File: src/rtl/hash_round_timer_if.sv
// Control/status bundle of the hash round timer: job requests in, round and pass sequencing out.
interface hash_round_timer_if #(
    parameter int CNT_W  = 7,
    parameter int PASS_W = 1
);
    logic              start;
    logic              hold;
    logic              abort;
    logic              busy;
    logic [CNT_W-1:0]  round_idx;
    logic [PASS_W-1:0] pass_idx;
    logic              round_valid;
    logic              last_round;
    logic              pass_done;
    logic              done;

    modport master (
        output start, hold, abort,
        input  busy, round_idx, pass_idx, round_valid, last_round, pass_done, done
    );

    modport slave (
        input  start, hold, abort,
        output busy, round_idx, pass_idx, round_valid, last_round, pass_done, done
    );
endinterface

File: src/rtl/hash_round_timer.sv
// Round/pass sequencer for a multi-pass hash core: steps ROUNDS rounds per pass, PASSES passes per job,
// with datapath stall (hold), cancellation (abort) and back-to-back job restart from DONE.
module hash_round_timer #(
    parameter int ROUNDS = 64,
    parameter int CNT_W  = 7,
    parameter int PASSES = 2,
    parameter int PASS_W = 1
) (
    input  logic               clk,
    input  logic               n_rst,
    hash_round_timer_if.slave  bus
);
    typedef enum logic [1:0] {
        ST_IDLE = 2'd0,
        ST_RUN  = 2'd1,
        ST_DONE = 2'd2
    } state_t;

    localparam logic [CNT_W-1:0]  ROUND_LAST = CNT_W'(ROUNDS - 1);
    localparam logic [PASS_W-1:0] PASS_LAST  = PASS_W'(PASSES - 1);

    state_t             state_r;
    state_t             state_s;
    logic [CNT_W-1:0]   round_r;
    logic [CNT_W-1:0]   round_s;
    logic [PASS_W-1:0]  pass_r;
    logic [PASS_W-1:0]  pass_s;
    logic               pass_done_r;
    logic               run_s;
    logic               valid_s;
    logic               last_s;

    assign run_s   = (state_r == ST_RUN);
    assign valid_s = run_s & ~bus.hold;
    assign last_s  = valid_s & (round_r == ROUND_LAST);

    assign bus.busy        = run_s;
    assign bus.round_valid = valid_s;
    assign bus.last_round  = last_s;
    assign bus.round_idx   = round_r;
    assign bus.pass_idx    = pass_r;
    assign bus.pass_done   = pass_done_r;
    assign bus.done        = (state_r == ST_DONE);

    // Next-state and index update; abort overrides everything, and every exit from RUN leaves indices at zero.
    always_comb begin
        state_s = state_r;
        round_s = round_r;
        pass_s  = pass_r;
        if (bus.abort) begin
            state_s = ST_IDLE;
            round_s = '0;
            pass_s  = '0;
        end else begin
            case (state_r)
                ST_IDLE: begin
                    if (bus.start) begin
                        state_s = ST_RUN;
                        round_s = '0;
                        pass_s  = '0;
                    end else begin
                        state_s = ST_IDLE;
                    end
                end
                ST_RUN: begin
                    if (bus.hold) begin
                        state_s = ST_RUN;
                    end else if (round_r != ROUND_LAST) begin
                        round_s = round_r + CNT_W'(1);
                    end else if (pass_r != PASS_LAST) begin
                        round_s = '0;
                        pass_s  = pass_r + PASS_W'(1);
                    end else begin
                        state_s = ST_DONE;
                        round_s = '0;
                        pass_s  = '0;
                    end
                end
                ST_DONE: begin
                    // start here chains the next job without an IDLE gap
                    if (bus.start) begin
                        state_s = ST_RUN;
                    end else begin
                        state_s = ST_IDLE;
                    end
                    round_s = '0;
                    pass_s  = '0;
                end
                default: begin
                    state_s = ST_IDLE;
                    round_s = '0;
                    pass_s  = '0;
                end
            endcase
        end
    end

    // State, indices and the delayed pass-complete pulse.
    always_ff @(posedge clk or negedge n_rst) begin
        if (!n_rst) begin
            state_r     <= ST_IDLE;
            round_r     <= '0;
            pass_r      <= '0;
            pass_done_r <= 1'b0;
        end else begin
            state_r     <= state_s;
            round_r     <= round_s;
            pass_r      <= pass_s;
            pass_done_r <= last_s & ~bus.abort;
        end
    end
endmodule

File: src/flat_wrapper.sv
// flat-port wrapper written by rule: the top's interface ports become plain ports
module hash_round_timer_flat 
#(
    parameter int ROUNDS = 64,
    parameter int CNT_W  = 7,
    parameter int PASSES = 2,
    parameter int PASS_W = 1
)
  (clk, n_rst, bus_start, bus_hold, bus_abort, bus_busy, bus_round_idx, bus_pass_idx, bus_round_valid, bus_last_round, bus_pass_done, bus_done);
  hash_round_timer_if #(.CNT_W(CNT_W), .PASS_W(PASS_W)) bus_i ();
  input  logic clk;
  input  logic n_rst;
  input wire logic [$bits(bus_i.start)-1:0] bus_start;
  input wire logic [$bits(bus_i.hold)-1:0] bus_hold;
  input wire logic [$bits(bus_i.abort)-1:0] bus_abort;
  output wire logic [$bits(bus_i.busy)-1:0] bus_busy;
  output wire logic [$bits(bus_i.round_idx)-1:0] bus_round_idx;
  output wire logic [$bits(bus_i.pass_idx)-1:0] bus_pass_idx;
  output wire logic [$bits(bus_i.round_valid)-1:0] bus_round_valid;
  output wire logic [$bits(bus_i.last_round)-1:0] bus_last_round;
  output wire logic [$bits(bus_i.pass_done)-1:0] bus_pass_done;
  output wire logic [$bits(bus_i.done)-1:0] bus_done;
  assign bus_i.start = bus_start;
  assign bus_i.hold = bus_hold;
  assign bus_i.abort = bus_abort;
  assign bus_busy = bus_i.busy;
  assign bus_round_idx = bus_i.round_idx;
  assign bus_pass_idx = bus_i.pass_idx;
  assign bus_round_valid = bus_i.round_valid;
  assign bus_last_round = bus_i.last_round;
  assign bus_pass_done = bus_i.pass_done;
  assign bus_done = bus_i.done;
  hash_round_timer #(.ROUNDS(ROUNDS), .CNT_W(CNT_W), .PASSES(PASSES), .PASS_W(PASS_W)) u_core (.clk(clk), .n_rst(n_rst), .bus(bus_i));
endmodule
File: config.mk
export PLATFORM = sky130hd
export DESIGN_NAME = hash_round_timer_flat
export DESIGN_NICKNAME = d
export VERILOG_FILES = /design/src/rtl/hash_round_timer_if.sv /design/src/rtl/hash_round_timer.sv /design/src/flat_wrapper.sv
export SDC_FILE = /design/constraint.sdc
export NUM_CORES = 1
export LEC_CHECK = 0
export CORE_AREA = 5 5 42 44
export CTS_CLUSTER_DIAMETER = 100
export DETAILED_ROUTE_END_ITERATION = 8
export DIE_AREA = 0 0 47 49
export PLACE_DENSITY = 0.73
export SYNTH_ARGS = -nofsm -noshare
export SYNTH_HDL_FRONTEND = slang
export SYNTH_SLANG_ARGS = --single-unit
File: constraint.sdc
create_clock -name clk -period 2.6 [get_ports clk]
set_input_delay 0.52 -clock clk [delete_from_list [all_inputs] [get_ports clk]]
set_output_delay 0.52 -clock clk [all_outputs]
set_load 0.03 [all_outputs]
Yosys cells after proc, flatten, opt, wreduce, memory -nomap -nowiden

Index checks and enable logic that the tools add are counted.
Widths: inputs -> output; s select.

Bits in latches: 0
Memories kept: 0
Memory bits (writable): 0
Input bits: 5
Flip-flop bits (word level): 11
Bits in read-only memories: 0
Logic and storage cells: 42

$mul: 0
Divide/modulo/power cells: 0
Bitwise gates (word level): 5
Add/sub/neg operators: 2
Equal/unequal tests: 9
Shift-type cells: 0
Reduce and logical (&&, ||, !) cells: 5
$lt $le $gt $ge: 0
Mux-type cells: 17

Operators with widths:

| cell                | count |
|---|---|
| $mux 7              | 4 |
| $pmux 7 s2          | 1 |
| $ne 3x3->1 const B  | 3 |
| $mux 2              | 4 |
| $add 7x1->7 const B | 1 |
| $eq 7x6->1 const B  | 1 |
| $ne 7x6->1 const B  | 1 |
| $mux 1              | 6 |
| $ne 4x3->1 const B  | 1 |
| $ne 4x4->1 const B  | 1 |
| $pmux 2 s2          | 1 |
| $reduce_and 2->1    | 2 |
| $and 1x1->1         | 3 |
| $reduce_and 3->1    | 1 |
| $eq 2x1->1 const B  | 1 |
| $eq 2x2->1 const B  | 1 |
| $logic_not 2->1     | 1 |
| $not 1->1           | 2 |
| $pmux 1 s2          | 1 |
| $reduce_or 2->1     | 1 |
| $add 1x1->1 const B | 1 |

Longest topological paths before layout

Gate-level depths: netlist (run 1).

Depth in word-level cells: 6
Gate-level depth with buffers: 4

Worst setup path before layout (run 1)

Ideal clock, no wire load.

Path kind: register -> output
Start point: register u_core.round_r[0], in the netlist u_core.bus.round_idx[0]
End point: output port bus_last_round
Required time: 2.080 ns
Setup slack: 0.101 ns
Arrival: 1.979 ns
Stages on the path, launching flop included: 5
Buffers on the path: 0
Path through: dfrtp_1 > ha_1 > nand3_1 > or2_2 > nor3_1

Cells in the longest elaborated chain, start to end: 2

Ends and longest elaborated chain:

| item                   | line                    | RTL |
|---|---|---|
| from (decl)            | hash_round_timer.sv:24  | `logic [CNT_W-1:0] round_r;` |
| from (signal assigned) | hash_round_timer.sv:107 | `round_r <= round_s;` |
| $eq 7x6->1             | hash_round_timer.sv:35  | `assign last_s = valid_s & (round_r == ROUND_LAST);` |
| $and 1x1->1            | hash_round_timer.sv:35  |  |
| to (decl)              | flat_wrapper.sv:20      | `output wire logic [$bits(bus_i.last_round)-1:0] bus_last_round;` |

No other way between the ends.

Worst setup path after layout (run 1)

Start point: register u_core.round_r[1], in the netlist u_core.bus.round_idx[1]
End point: output port bus_last_round

The elaborated chain is that of the path after synthesis.

==> qor.yml, run 1 <==
run_status:
  outcome: "completed"
routing:
  viasPerCell: 5.559
  ant_nets: 0
  wl_per_cell_um: 14.23
  vias: 567
  drc: 0
  drtIter0Drc: 14
  dr.pass1.iters: 4
  wl_mm: 1.451
synth:
  yosys.area_share.simple_pct: 26.69
  syn-num-nets: 70
  synthXorXnorAreaFrac_pct: 0
  synth_top_family_by_area: "simple AND/OR/NAND/NOR gates"
  synth_compound_area_share_pct: 19.28
  yosys.area.top_type: "dfrtp_1"
  netlist_area_um2: 590.6
  synth_mux_area_share_pct: 0
  synth_seq_cells: 11
  ys_types: 29
  ys_top_cells_by_area: "dfrtp_1 47%, inv_1 3.8%, o21ai_0 3.4%"
  synthAdderAreaFrac_pct: 2.119
  syn-instance-count: 64
  synth_top_cell_area_share_pct: 46.61
  ys_warn_count: 0
  synth_seq_area_share_pct: 46.61
  syn_area_per_cell_um2: 9.228
grt:
  grt-ovfl-total: 0
  antenna_found_initial: 0
  first_global_vias: 533
  grt_pass1_wl_mm: 2.477
  grt_max_degree: 12
  grt.total_usage_pct: 14.71
timing:
  rsz0062_at_grt: "no"
  finalCriticalPeriod_ps: 2384
  worst_pin_slew_ps: 514.8
  finalSetupViolations: 0
  timing.fmax_mhz: 419.4
  fin_setup_tns_ps: 0
  hold_ws_ps: 523.0
  fin_crit_sh_pct: 91.70
  hold_viol: 0
  finClkSkew_ps: 1.209
  slew_violations: 0
  slew_headroom_pct: 65.32
cts:
  cts_resized: 1
  cts_tree: "built"
  clockRootBuffer: "clkbuf_4"
  insertion_delay_ps: 260
  clk_pin_slew_ps: 70
  postCtsHoldBufs: 0
  cts_setup_buffers: 0
  htree_num_levels: 1
  cts_buffer_depth: 2
  numCtsBuffers: 3
  clock_sinks: 11
finish:
  final_cell_mix: "16 x clkdlybuf4s50_1, 11 x dfrtp_1, 6 x inv_1"
  multi_input_area_um2: 284.0
  antennaDiodeCount: 0
  fillers: 133
  regArea_um2: 275.3
  area_delta_synth_final_pct: 38.77
  layout-drive-gt1-share_pct: 8.140
  final_common_cell: "clkdlybuf4s50_1"
  finalInstanceArea_um2: 819.5
  layout.nets: 93
critical_path:
  crit-reg2reg-capture: "u_core.bus.round_idx[5]"
  rr_worst_depth: 3
  startpoint_type: "flip-flop"
  path_class: "flip-flop to output pin"
  crit_chain: "ha_1, nand3_1, or2_2, nor3_1, dlygate4sd2_1"
  crit_arrival_ps: 1860
  crit_path_max_fanout: 5
  cp-end-kind: "output pin"
  critPathMaxStageDelay_ps: 430
  reg2reg_slack_ps: 850
  worstReg2RegStart: "u_core.state_r[1]"
  critical_path_required_ps: 2080
  slowest_stage: "dlygate4sd2_1"
die:
  rows: 14
  io_pins: 18
  coreArea_mm2: 0.001401
  fp.dieW_um: 47
  start_util_pct: 42.14
  die_y_um: 49
  fp.dieArea_mm2: 0.002303
pwr:
  power_switching_mw: 0.09522
  p_comb_share_pct: 17.1
  leakage_nw: 0.3258
  clkPwrFrac_pct: 32.6
  ir_worst_vdd_mv: 0.3176
  p_int_mw: 0.2582
  powerDensity_mw_per_mm2: 431.2
  power_switching_share_pct: 26.94
  fin_total_pwr_mw: 0.3534
  p_seq_share_pct: 50.3
place:
  port_buffers: 17
  gp_congestion: 0.8164
  placed_cell_area_um2: 794.5
  dp_hpwl_mm: 1.090
min_path:
  hold_path_class: "flip-flop to flip-flop"
  hold_depth: 1
  hp-start: "u_core.bus.round_idx[6]"
  min_to: "u_core.bus.round_idx[6]"
run:
  maxCapViolations: 0
cell families after synthesis:
logic type | count (synthesis)
and+or+nand+nor | 28
AOI/OAI and AO/OA | 16
DFF | 11
buffers and inverters | 8
adders and majority gates | 1
layer usage:
layer	share of wire, %	GRT usage, %	vias to the layer above	routed length [um]
li1	-	-	284	-
met1	47	22.17	260	687
met2	46	18.55	21	668
met3	5.6	4.428	2	81
met4	0.96	6.912	0	14
met5	0	0	-	0
Yosys cell counts:
cell type / n
a22o_1: 1
nor2_1: 3
o31ai_1: 1
o21ai_0: 4
a31oi_1: 1
nor3_1: 3
or3_1: 2
nand3_1: 3
clkbuf_1: 1
a32oi_1: 2
nor3b_1: 1
or2_2: 1
or4b_1: 1
o41ai_1: 1
nand2_1: 4
and3_1: 1
ha_1: 1
inv_1: 6
dfrtp_1: 11
nand2b_1: 3
nor2b_1: 1
buf_2: 1
nand4_1: 3
a2bb2oi_1: 1
or4_1: 1
o211ai_1: 2
o22ai_1: 1
o21a_1: 2
nand3b_1: 1
worst max-delay path by stage:
stage	startpoint	end	slack, ps	depth (start not counted)
finish	u_core.bus.round_idx[1]	bus_last_round	220	5
global route	u_core.bus.round_idx[1]	bus_last_round	100	5
CTS	u_core.bus.round_idx[1]	bus_last_round	200	5
detailed placement	bus_hold	bus_last_round	170	3
global placement	bus_hold	bus_last_round	210	3
floorplan	u_core.bus.round_idx[0]	bus_last_round	100	4
registers in the layout, summed over array words and instances (netlist names):
register,count
u_core.state_r,2
u_core.bus.round_idx,7
u_core.bus.pass_done,1
u_core.bus.pass_idx,1
cell type report:
type                    instances  share of cell area (%)
inverters                       6                   2.748
well taps                      16                   2.443
clock buffers                   4                   3.206
repair buffers                 20                   23.36
multi-input cells              45                   34.66
flip-flops and latches         11                   33.59
critical path, delay by kind of cell, from the launching register on:
family                     cells  cell delay (ps)
DFF                            1              400
adders and majority gates      1              200
buffers and inverters          1              430
and+or+nand+nor                3              570
power groups by stage:
stage	sequential, mW	clock, mW	combinational [mW]
2_1_floorplan	0.184	0	0.0288
3_3_place_gp	0.181	0	0.0599
3_5_place_dp	0.181	0	0.0604
4_1_cts	0.178	0.119	0.0609
5_1_grt	0.178	0.131	0.0658
6_report	0.178	0.115	0.0603
stage by stage:
stage	instances	setup WS, ps	util [%]
3_5_place_dp	98	170.5	56.70
5_1_grt	102	95.78	58.48
3_3_place_gp	98	212.7	56.70
6_report	102	215.8	58.48
4_1_cts	102	199.6	58.48
2_1_floorplan	64	101.3	-
Note: power is estimated with default switching activity, not from simulation.
==> inputs of run 2 (changes only) <==
==> constraint.sdc (replaced) <==
create_clock -name clk -period 2.8 [get_ports clk]
set_input_delay 0.56 -clock clk [delete_from_list [all_inputs] [get_ports clk]]
set_output_delay 0.56 -clock clk [all_outputs]
set_load 0.03 [all_outputs]
==> qor.yml, run 2 (synthesis gave the netlist of run 1 again) <==
finish:
  layout.nets: 92
  antennaDiodeCount: 0
  area_delta_synth_final_pct: 38.14
  final_common_cell: "clkdlybuf4s50_1"
  final_util_pct: 58.21
  final_cell_mix: "16 x clkdlybuf4s50_1, 11 x dfrtp_1, 6 x inv_1"
  fillers: 140
  layout-drive-gt1-share_pct: 7.059
  largest_reg_flops: 7
  finalInstanceArea_um2: 815.8
critical_path:
  crit-reg2reg-capture: "u_core.bus.round_idx[5]"
  critical_path_required_ps: 2240
  crit_path_max_fanout: 5
  cpMostUsedCell: "clkdlybuf4s50_1"
  critPathMaxStageDelay_ps: 700
  worstReg2RegStart: "u_core.state_r[1]"
  slowest_stage: "clkdlybuf4s50_1"
  path_class: "input pin to output pin"
  reg2reg_slack_ps: 1050
  rr_worst_depth: 3
  crit_arrival_ps: 1880
  startpoint_type: "input pin"
  crit_chain: "clkdlybuf4s50_1, nor2_1, clkdlybuf4s50_1"
  cp-end-kind: "output pin"
timing:
  slew_violations: 0
  hold_ws_ps: 511.3
  worst_pin_slew_ps: 521.3
  finClkSkew_ps: 0.3727
  timing.fmax_mhz: 410.1
  finalSetupViolations: 0
  fin_crit_sh_pct: 87.08
  fin_setup_tns_ps: 0
  rsz0062_at_grt: "no"
  slew_headroom_pct: 64.88
  finalCriticalPeriod_ps: 2438
  hold_viol: 0
min_path:
  hp-start: "u_core.bus.round_idx[6]"
  hold_depth: 1
  min_to: "u_core.bus.round_idx[6]"
  hold_path_class: "flip-flop to flip-flop"
routing:
  viasPerCell: 5.653
  wl_mm: 1.458
  wl_per_cell_um: 14.44
  drtIter0Drc: 12
  drc: 0
  vias: 571
  ant_nets: 0
  dr.pass1.iters: 4
cts:
  cts_tree: "built"
  clk_pin_slew_ps: 70
  cts_setup_buffers: 0
  clockRootBuffer: "clkbuf_4"
  htree_num_levels: 1
  clock_sinks: 11
  numCtsBuffers: 3
  insertion_delay_ps: 270
  cts_buffer_depth: 2
die:
  die_y_um: 49
  fp.dieW_um: 47
  fp.dieArea_mm2: 0.002303
  io_pins: 18
  rows: 14
  coreArea_mm2: 0.001401
  start_util_pct: 42.14
grt:
  grt_util_met3_pct: 2.214
  grt_pass1_wl_mm: 2.525
  grt_max_degree: 12
  antenna_found_initial: 0
  grt_use_met1_pct: 21.00
  use_met2_pct: 21.27
  busiest_layer: "met2"
  first_global_vias: 580
  grt.total_usage_pct: 14.54
  grt-ovfl-total: 0
pwr:
  fin_total_pwr_mw: 0.3283
  ir_worst_vdd_mv: 0.2360
  powerDensity_mw_per_mm2: 402.4
  leakage_nw: 0.3343
place:
  port_buffers: 17
  gp_congestion: 0.8456
  placed_cell_area_um2: 787.0
  dp_hpwl_mm: 1.086
run:
  maxCapViolations: 0
run_status:
  outcome: "completed"
## run 2: cell count changes in the layout (fill, tap and decap cells not counted)
| cell | before | now |
|---|---|---|
| dlymetal6s2s_1 | 0 | 1 |
| dlygate4sd2_1 | 1 | 0 |
| buf_4 | 3 | 2 |
## run 2: where the power goes
group          internal, mW  switching [mW]  total [mW]
Sequential            0.162         0.00439       0.166
Combinational        0.0216          0.0316      0.0532
Clock                0.0552          0.0537       0.109
## run 2: layer usage
layer  part of all wire, %  routed length (um)
met1                    48                 707
met2                    47                 688
met3                   3.2                  47
met4                  0.96                  14
met5                     0                   0
## run 2: timing repair
item | 4_1_cts | 5_1_grt
hold buffers | 0 | 0
endpoints found under the setup margin | 0 | 1
gates resized for setup | 0 | 1
## run 2: worst max path at each step
stage,cells past startpoint,start,end,slack [ps]
floorplan,4,u_core.bus.round_idx[0],bus_last_round,260
global placement,3,bus_hold,bus_last_round,330
detailed placement,3,bus_hold,bus_last_round,300
CTS,5,u_core.bus.round_idx[0],bus_last_round,30
global route,5,u_core.bus.round_idx[0],bus_last_round,290
finish,3,bus_hold,bus_round_valid,360
## run 2: metrics by stage
stage          setup slack, ps  std cells
2_1_floorplan            261.3         64
3_3_place_gp             331.6         97
3_5_place_dp             295.6         97
4_1_cts                  32.32        101
5_1_grt                  294.6        101
6_report                 361.6        101
## run 2: worst max-delay path, delay by kind of cell
| kind | cells | cell delay, ps |
|---|---|---|
| buffers and inverters | 2 | 1170 |
| AND/OR/NAND/NOR | 1 | 150 |
## run 2: area by class of cell
cell class	instances	area [um^2]	area share (%)
inverter	6	22.52	2.761
sequential	11	275.3	33.74
timing repair buffer	19	187.7	23.01
tap	16	20.02	2.454
multi-input combinational	45	284.0	34.82
clock buffer	4	26.28	3.221
